`src/rtl/qpsk_symbol_gen_if.sv`:
```
// Symbol-generator control and status bundle: control in, symbol/debug state out.
// All outputs are registered inside the generator; en pauses it with no lost count.
interface qpsk_symbol_gen_if;
    logic        en;
    logic [1:0]  mode;
    logic [1:0]  fixed_iq;
    logic [1:0]  IQ;
    logic        sym_strobe;
    logic [15:0] sym_count;
    logic [4:0]  lfsr_i;
    logic [4:0]  lfsr_q;

    modport master (
        output en, mode, fixed_iq,
        input  IQ, sym_strobe, sym_count, lfsr_i, lfsr_q
    );

    modport slave (
        input  en, mode, fixed_iq,
        output IQ, sym_strobe, sym_count, lfsr_i, lfsr_q
    );
endinterface

```
`src/rtl/qpsk_symbol_gen.sv`:
```
// QPSK symbol source (PRBS / fixed / walk), one symbol per BAUD_DIV enabled clocks.
// IQ and sym_strobe update one cycle after a tick; en low pauses the baud counter.
module qpsk_symbol_gen #(
    parameter int unsigned BAUD_DIV = 16666667,
    parameter logic [4:0]  SEED_I   = 5'b00001,
    parameter logic [4:0]  SEED_Q   = 5'b10101
) (
    input  logic               clk,
    input  logic               reset,
    qpsk_symbol_gen_if.slave   bus
);

    localparam logic [31:0] LAST = 32'(BAUD_DIV - 1);

    logic [31:0] cnt_q, cnt_d;
    logic [1:0]  iq_q, iq_d;
    logic        strobe_q, strobe_d;
    logic [15:0] count_q, count_d;
    logic [4:0]  lfsr_i_q, lfsr_i_d;
    logic [4:0]  lfsr_q_q, lfsr_q_d;
    logic        tick;

    // x^5+x^3+1 Fibonacci step; an all-zero state reloads the seed.
    function automatic logic [4:0] lfsr_step(input logic [4:0] s, input logic [4:0] seed);
        if (s == 5'd0)
            return seed;
        return {s[0] ^ s[2], s[4:1]};
    endfunction

    always_comb begin
        tick     = bus.en && (cnt_q == LAST);
        cnt_d    = cnt_q;
        iq_d     = iq_q;
        strobe_d = 1'b0;
        count_d  = count_q;
        lfsr_i_d = lfsr_i_q;
        lfsr_q_d = lfsr_q_q;

        if (bus.en)
            cnt_d = tick ? 32'd0 : cnt_q + 32'd1;

        // mode and fixed_iq only matter on the tick, so a mid-symbol switch waits.
        if (tick) begin
            strobe_d = 1'b1;
            count_d  = count_q + 16'd1;
            case (bus.mode)
                2'd0: begin
                    iq_d     = {lfsr_i_q[0], lfsr_q_q[0]};
                    lfsr_i_d = lfsr_step(lfsr_i_q, SEED_I);
                    lfsr_q_d = lfsr_step(lfsr_q_q, SEED_Q);
                end
                2'd2:    iq_d = iq_q + 2'd1;
                default: iq_d = bus.fixed_iq;
            endcase
        end
    end

    always_ff @(posedge clk or posedge reset) begin
        if (reset) begin
            cnt_q    <= 32'd0;
            iq_q     <= 2'd0;
            strobe_q <= 1'b0;
            count_q  <= 16'd0;
            lfsr_i_q <= SEED_I;
            lfsr_q_q <= SEED_Q;
        end else begin
            cnt_q    <= cnt_d;
            iq_q     <= iq_d;
            strobe_q <= strobe_d;
            count_q  <= count_d;
            lfsr_i_q <= lfsr_i_d;
            lfsr_q_q <= lfsr_q_d;
        end
    end

    assign bus.IQ         = iq_q;
    assign bus.sym_strobe = strobe_q;
    assign bus.sym_count  = count_q;
    assign bus.lfsr_i     = lfsr_i_q;
    assign bus.lfsr_q     = lfsr_q_q;

endmodule

```
`src/flat_wrapper.sv`:
```
// flat-port wrapper written by rule: the top's interface ports become plain ports
module qpsk_symbol_gen_flat 
#(
    parameter int unsigned BAUD_DIV = 16666667,
    parameter logic [4:0]  SEED_I   = 5'b00001,
    parameter logic [4:0]  SEED_Q   = 5'b10101
)
  (clk, reset, bus_en, bus_mode, bus_fixed_iq, bus_IQ, bus_sym_strobe, bus_sym_count, bus_lfsr_i, bus_lfsr_q);
  qpsk_symbol_gen_if bus_i ();
  input  logic clk;
  input  logic reset;
  input wire logic [$bits(bus_i.en)-1:0] bus_en;
  input wire logic [$bits(bus_i.mode)-1:0] bus_mode;
  input wire logic [$bits(bus_i.fixed_iq)-1:0] bus_fixed_iq;
  output wire logic [$bits(bus_i.IQ)-1:0] bus_IQ;
  output wire logic [$bits(bus_i.sym_strobe)-1:0] bus_sym_strobe;
  output wire logic [$bits(bus_i.sym_count)-1:0] bus_sym_count;
  output wire logic [$bits(bus_i.lfsr_i)-1:0] bus_lfsr_i;
  output wire logic [$bits(bus_i.lfsr_q)-1:0] bus_lfsr_q;
  assign bus_i.en = bus_en;
  assign bus_i.mode = bus_mode;
  assign bus_i.fixed_iq = bus_fixed_iq;
  assign bus_IQ = bus_i.IQ;
  assign bus_sym_strobe = bus_i.sym_strobe;
  assign bus_sym_count = bus_i.sym_count;
  assign bus_lfsr_i = bus_i.lfsr_i;
  assign bus_lfsr_q = bus_i.lfsr_q;
  qpsk_symbol_gen #(.BAUD_DIV(BAUD_DIV), .SEED_I(SEED_I), .SEED_Q(SEED_Q)) u_core (.clk(clk), .reset(reset), .bus(bus_i));
endmodule
```
`config.mk`:
```
export PLATFORM = sky130hd
export DESIGN_NAME = qpsk_symbol_gen_flat
export DESIGN_NICKNAME = d
export VERILOG_FILES = /design/src/rtl/qpsk_symbol_gen_if.sv /design/src/rtl/qpsk_symbol_gen.sv /design/src/flat_wrapper.sv
export SDC_FILE = /design/constraint.sdc
export NUM_CORES = 1
export LEC_CHECK = 0
export CELL_PAD_IN_SITES_DETAIL_PLACEMENT = 1
export CELL_PAD_IN_SITES_GLOBAL_PLACEMENT = 2
export CORE_MARGIN = 1
export CORE_UTILIZATION = 39
export CTS_CLUSTER_DIAMETER = 50
export DETAILED_ROUTE_END_ITERATION = 8
export PLACE_DENSITY_LB_ADDON = 0.08
export SLEW_MARGIN = 20
export SYNTH_ARGS = -nofsm -noshare
export SYNTH_HDL_FRONTEND = slang
export SYNTH_SLANG_ARGS = --single-unit
```
`constraint.sdc`:
```
create_clock -name clk -period 4 [get_ports clk]
set_clock_uncertainty 0.2 [all_clocks]
set_input_delay 1 -clock clk [delete_from_list [all_inputs] [get_ports clk]]
set_output_delay 1 -clock clk [all_outputs]
set_load 0.03 [all_outputs]
```
* Yosys cells after proc, flatten, opt, wreduce, memory -nomap -nowiden
Index checks and enable logic that the tools add are counted.
Cells by class: add/sub/neg operators 3, multiply operators 0, divide/modulo/power cells 0, order comparisons 0, equality and inequality tests 2, shifts and indexed selects 0, muxes and demuxes 13, bitwise operators 2, reduce and logical (&&, ||, !) cells 5
Operators by type and width (count):
- 32-bit by 1-bit adder with 32-bit output (second input constant) | 1
- 32-bit by 24-bit equality test with 1-bit output (second input constant) | 1
- 32-bit 2-to-1 mux | 1
- 5-bit 2-to-1 mux | 4
- 16-bit by 1-bit adder with 16-bit output (second input constant) | 1
- 5-bit logical NOT | 2
- 1-bit 2-to-1 mux | 7
- 2-bit case mux with 2 select lines | 1
- 2-bit by 1-bit adder with 2-bit output (second input constant) | 1
- 2-bit equality test (second input constant) | 1
- 2-bit logical NOT | 1
- 2-bit AND reduction | 1
- 1-bit XOR | 2
- 1-bit logical AND | 1
Storage, ports and cells: register bits after elaboration 61, bits in latches 0, memory bits (writable) 0, bits in read-only memories 0, input bits 7, output and inout bits 29, word-level logic and storage cells 31, memories kept 0

* Longest topological paths before layout
depth in word-level cells 5, mapped depth 8, mapped depth without buffers 7

* Worst setup path before layout
Ideal clock, no wire load.
path type input to register, from input port bus_en, to register u_core.iq_q[0], in the netlist u_core.bus.IQ[0], arrival time 2.397 ns, data required time 3.673 ns, setup slack 1.276 ns, cell stages on the path 6, cell sequence buf_4 > nor4b_1 > nand3_1 > or3_4 > inv_2 > mux2_1
On the way: cells in the longest elaborated chain, start to end 1
RTL lines:
- from (decl) | line flat_wrapper.sv:12 | input wire logic [$bits(bus_i.en)-1:0] bus_en;
- 1-bit logical AND | line qpsk_symbol_gen.sv:31 | tick = bus.en && (cnt_q == LAST);
- to (signal assigned) | line qpsk_symbol_gen.sv:68 | iq_q <= iq_d;
- to (decl) | line qpsk_symbol_gen.sv:16 | logic [1:0] iq_q, iq_d;
Every way passes these cells. A chain may end at the register's enable or synchronous reset.

* Final worst setup path
from input port bus_en, to register u_core.cnt_q[17]
On the way: cells in the longest elaborated chain, start to end 2
RTL lines:
- 1-bit logical AND | line qpsk_symbol_gen.sv:31
- 32-bit 2-to-1 mux | line qpsk_symbol_gen.sv:40 | cnt_d = tick ? 32'd0 : cnt_q + 32'd1;
- to (signal assigned) | line qpsk_symbol_gen.sv:67 | cnt_q <= cnt_d;
- to (decl) | line qpsk_symbol_gen.sv:15 | logic [31:0] cnt_q, cnt_d;
Several ways; a longest one is shown, not always the timed one.

==> metrics <==
syn_nets=approximately 300; GR Overflow Total=0; overall die area=8410 sq um; Setup crit end kind=register; CTS Buffer Depth=2; met3 Use GR=2.99%; CTS Hold Bufs=0; most frequent cell after synthesis=dfrtp_1; vias after detailed routing=2476; CP bufs+invs=1; post-layout min period=3140 ps; max_slew headroom=48.9%; mapped cell area=between 3000 and 4000 sq um; Ant. Diodes=0; Area Growth Syn to Fin=23.9%; grt peak-use layer=met2; vias in the first global route=2481; synth top area cells=dfrtp_1, xnor2_1, xor2_1; drt drc=0; CP Class=input pin to register; Largest stage delay, worst path=720 ps; share of the synthesized area in the top cell type=45.5%; Worst path slowest cell=or4_1; number of distinct library cells after synthesis=45; Setup Buffers After CTS=0; Mapped Cells=296; cts repair resizes=0; largest net degree at the start of global routing=34; prevailing post-synth register cell=dfrtp_1; first-pass GRT wire length=between 10000 and 15000 um; setup_tns=0 ps; Startpoint Class=input pin; Die Ht=between 90 and 100 um; CTS root buffer=clkbuf_8; Post-synth EDFFs=0; DR vias/cell=roughly 5.5; Tcrit/Tclk final=78.5%; met2 GRT Util=30.4%; PwrDens=around 380 nW/um^2; Final Hold Viols=0; Max Slew Vio Count=0; Initial DRC Count=82; area leader, netlist=dfrtp_1; Sink Count=61; status=finished clean; sequential cell area fraction in the yosys report=between 40% and 50%; routability cong.=around 0.76; Reg clk slew, reported paths=70 ps; initial antenna violation count=0; Finish-stage setup viols=0; crit path max fanout=9; Leak=approximately 0.0017 uW; Final nets=350; number of I/O port buffers=35; #FFs+latches synth=61; RSZ-0062 raised after global routing=false; FP Rows=32; Yosys warnings=0; crit path DAT=3200 ps; fmax=319 MHz; Skew-Pair Late Insertion Delay=~340 ps; Max Cap Viol=0; delay-heaviest family, CP=simple AND/OR/NAND/NOR gates; hpwl dp=about 5400 um; drt first pass iters=4; grt met1 use=between 20 and 30%; data required time of the worst path=4060 ps; area post-placement=3640 sq um; Top Ports=36; CP Cell Sequence=clkdlybuf4s50_1, nand4_2, or4_1, or3_1, a21oi_2; layout cells sized above 1=13.0%; top cells by count, synth=dfrtp_1, nor4_1, xnor2_1; clock buffer count from CTS=9; syn_area_per_cell=10.6 sq um; VDD IR-drop max=0.160 mV; async set-reset flop share out of synthesis=100%; DRT antenna net count=0; Total GRT Usage=20.2%; core area=between 7000 and 8000 sq um; worst min-delay path category=register to register; Worst Tran Pin Value=759 ps; Initial Util=40.4%; final wirelength=7690 um; Die Width=91.7 um; H-Tree Depth=3; per-cell routed wire length=~17 um; TritonCTS clock tree=yes; post-route cell area=between 3000 and 4000 sq um
-- power by group --
group | switching [uW] | internal, uW
clock network | 248 | 418
logic | 54.0 | 49.1
registers | 56.3 | 646
-- registers in the layout, summed over array words and instances, names as in the netlist --
name and flops:
u_core.bus.sym_strobe 1, u_core.bus.IQ 2, u_core.bus.lfsr_i 5, u_core.cnt_q 32
u_core.bus.sym_count 16, u_core.bus.lfsr_q 5
-- cells by family (layout without fill, tap and decap cells) --
group	count (synthesis)	count (layout)	synth area share [%]
xor gates and xnor gates	39	39	10.9
AOI/OAI and AO/OA	23	23	4.75
and+or+nand+nor	129	129	25.4
DFF	61	61	48.8
adders and majority gates	3	3	1.20
buffers and inverters	25	74	3.43
muxes	16	16	5.46
-- layer usage --
metal	part of all wire, %	up-vias
li1	-	1177
met1	49	1250
met2	46	40
met3	3.4	9
met4	1.7	0
met5	0	-
-- cell usage in the layout, fill, tap and decap left out, drive strengths merged, types with 13 or more instances in the layout --
master         netlist  final
clkbuf               3     13
nand2               16     16
nand4               17     17
nor2                13     13
dfrtp               57     57
xor2                18     18
clkdlybuf4s50        0     35
nand3               17     17
inv                 15     15
xnor2               21     21
nor4                23     23
-- path summary, 6_finish.rpt --
path                       depth (start not counted)                                 start                              endpoint  slack (ps)
max in group asynchronous                          3                                 reset      u_core.bus.lfsr_i[0]$_DFFE_PP1P_        2060
setup / recovery                                   5                                bus_en          u_core.cnt_q[17]$_DFFE_PP0P_         860
hold / removal                                     1  u_core.bus.sym_count[15]$_DFFE_PP0P_  u_core.bus.sym_count[15]$_DFFE_PP0P_         270
setup reg to reg                                   7           u_core.cnt_q[0]$_DFFE_PP0P_      u_core.bus.lfsr_i[3]$_DFFE_PP0P_        1330
min in group asynchronous                          2                                 reset          u_core.cnt_q[25]$_DFFE_PP0P_         870
hold reg to reg                                    1  u_core.bus.sym_count[15]$_DFFE_PP0P_  u_core.bus.sym_count[15]$_DFFE_PP0P_         270
-- cell type report --
type / instances / area [sq um]
Clock buffer: 13 / 179
Clock inverter: 3 / 65.1
Fill cell: 851 / 3880
Inverter: 15 / 56.3
Multi-Input combinational cell: 210 / 1500
Sequential cell: 61 / 1530
Tap cell: 102 / 128
Timing Repair Buffer: 43 / 423
-- stage by stage --
step                      setup WS [ps]  hold WS, ps  instances  total power, uW  util [%]
after floorplan                    1280          282        296              781         -
after CTS                           863          271        447             1490      50.0
after detailed placement            533          261        431              820      46.9
final                               862          266        447             1470      50.0
after global placement              573          257        431              817      46.9
after global routing                686          295        447             1530      50.0
Note: power is estimated with default switching activity, not from simulation.
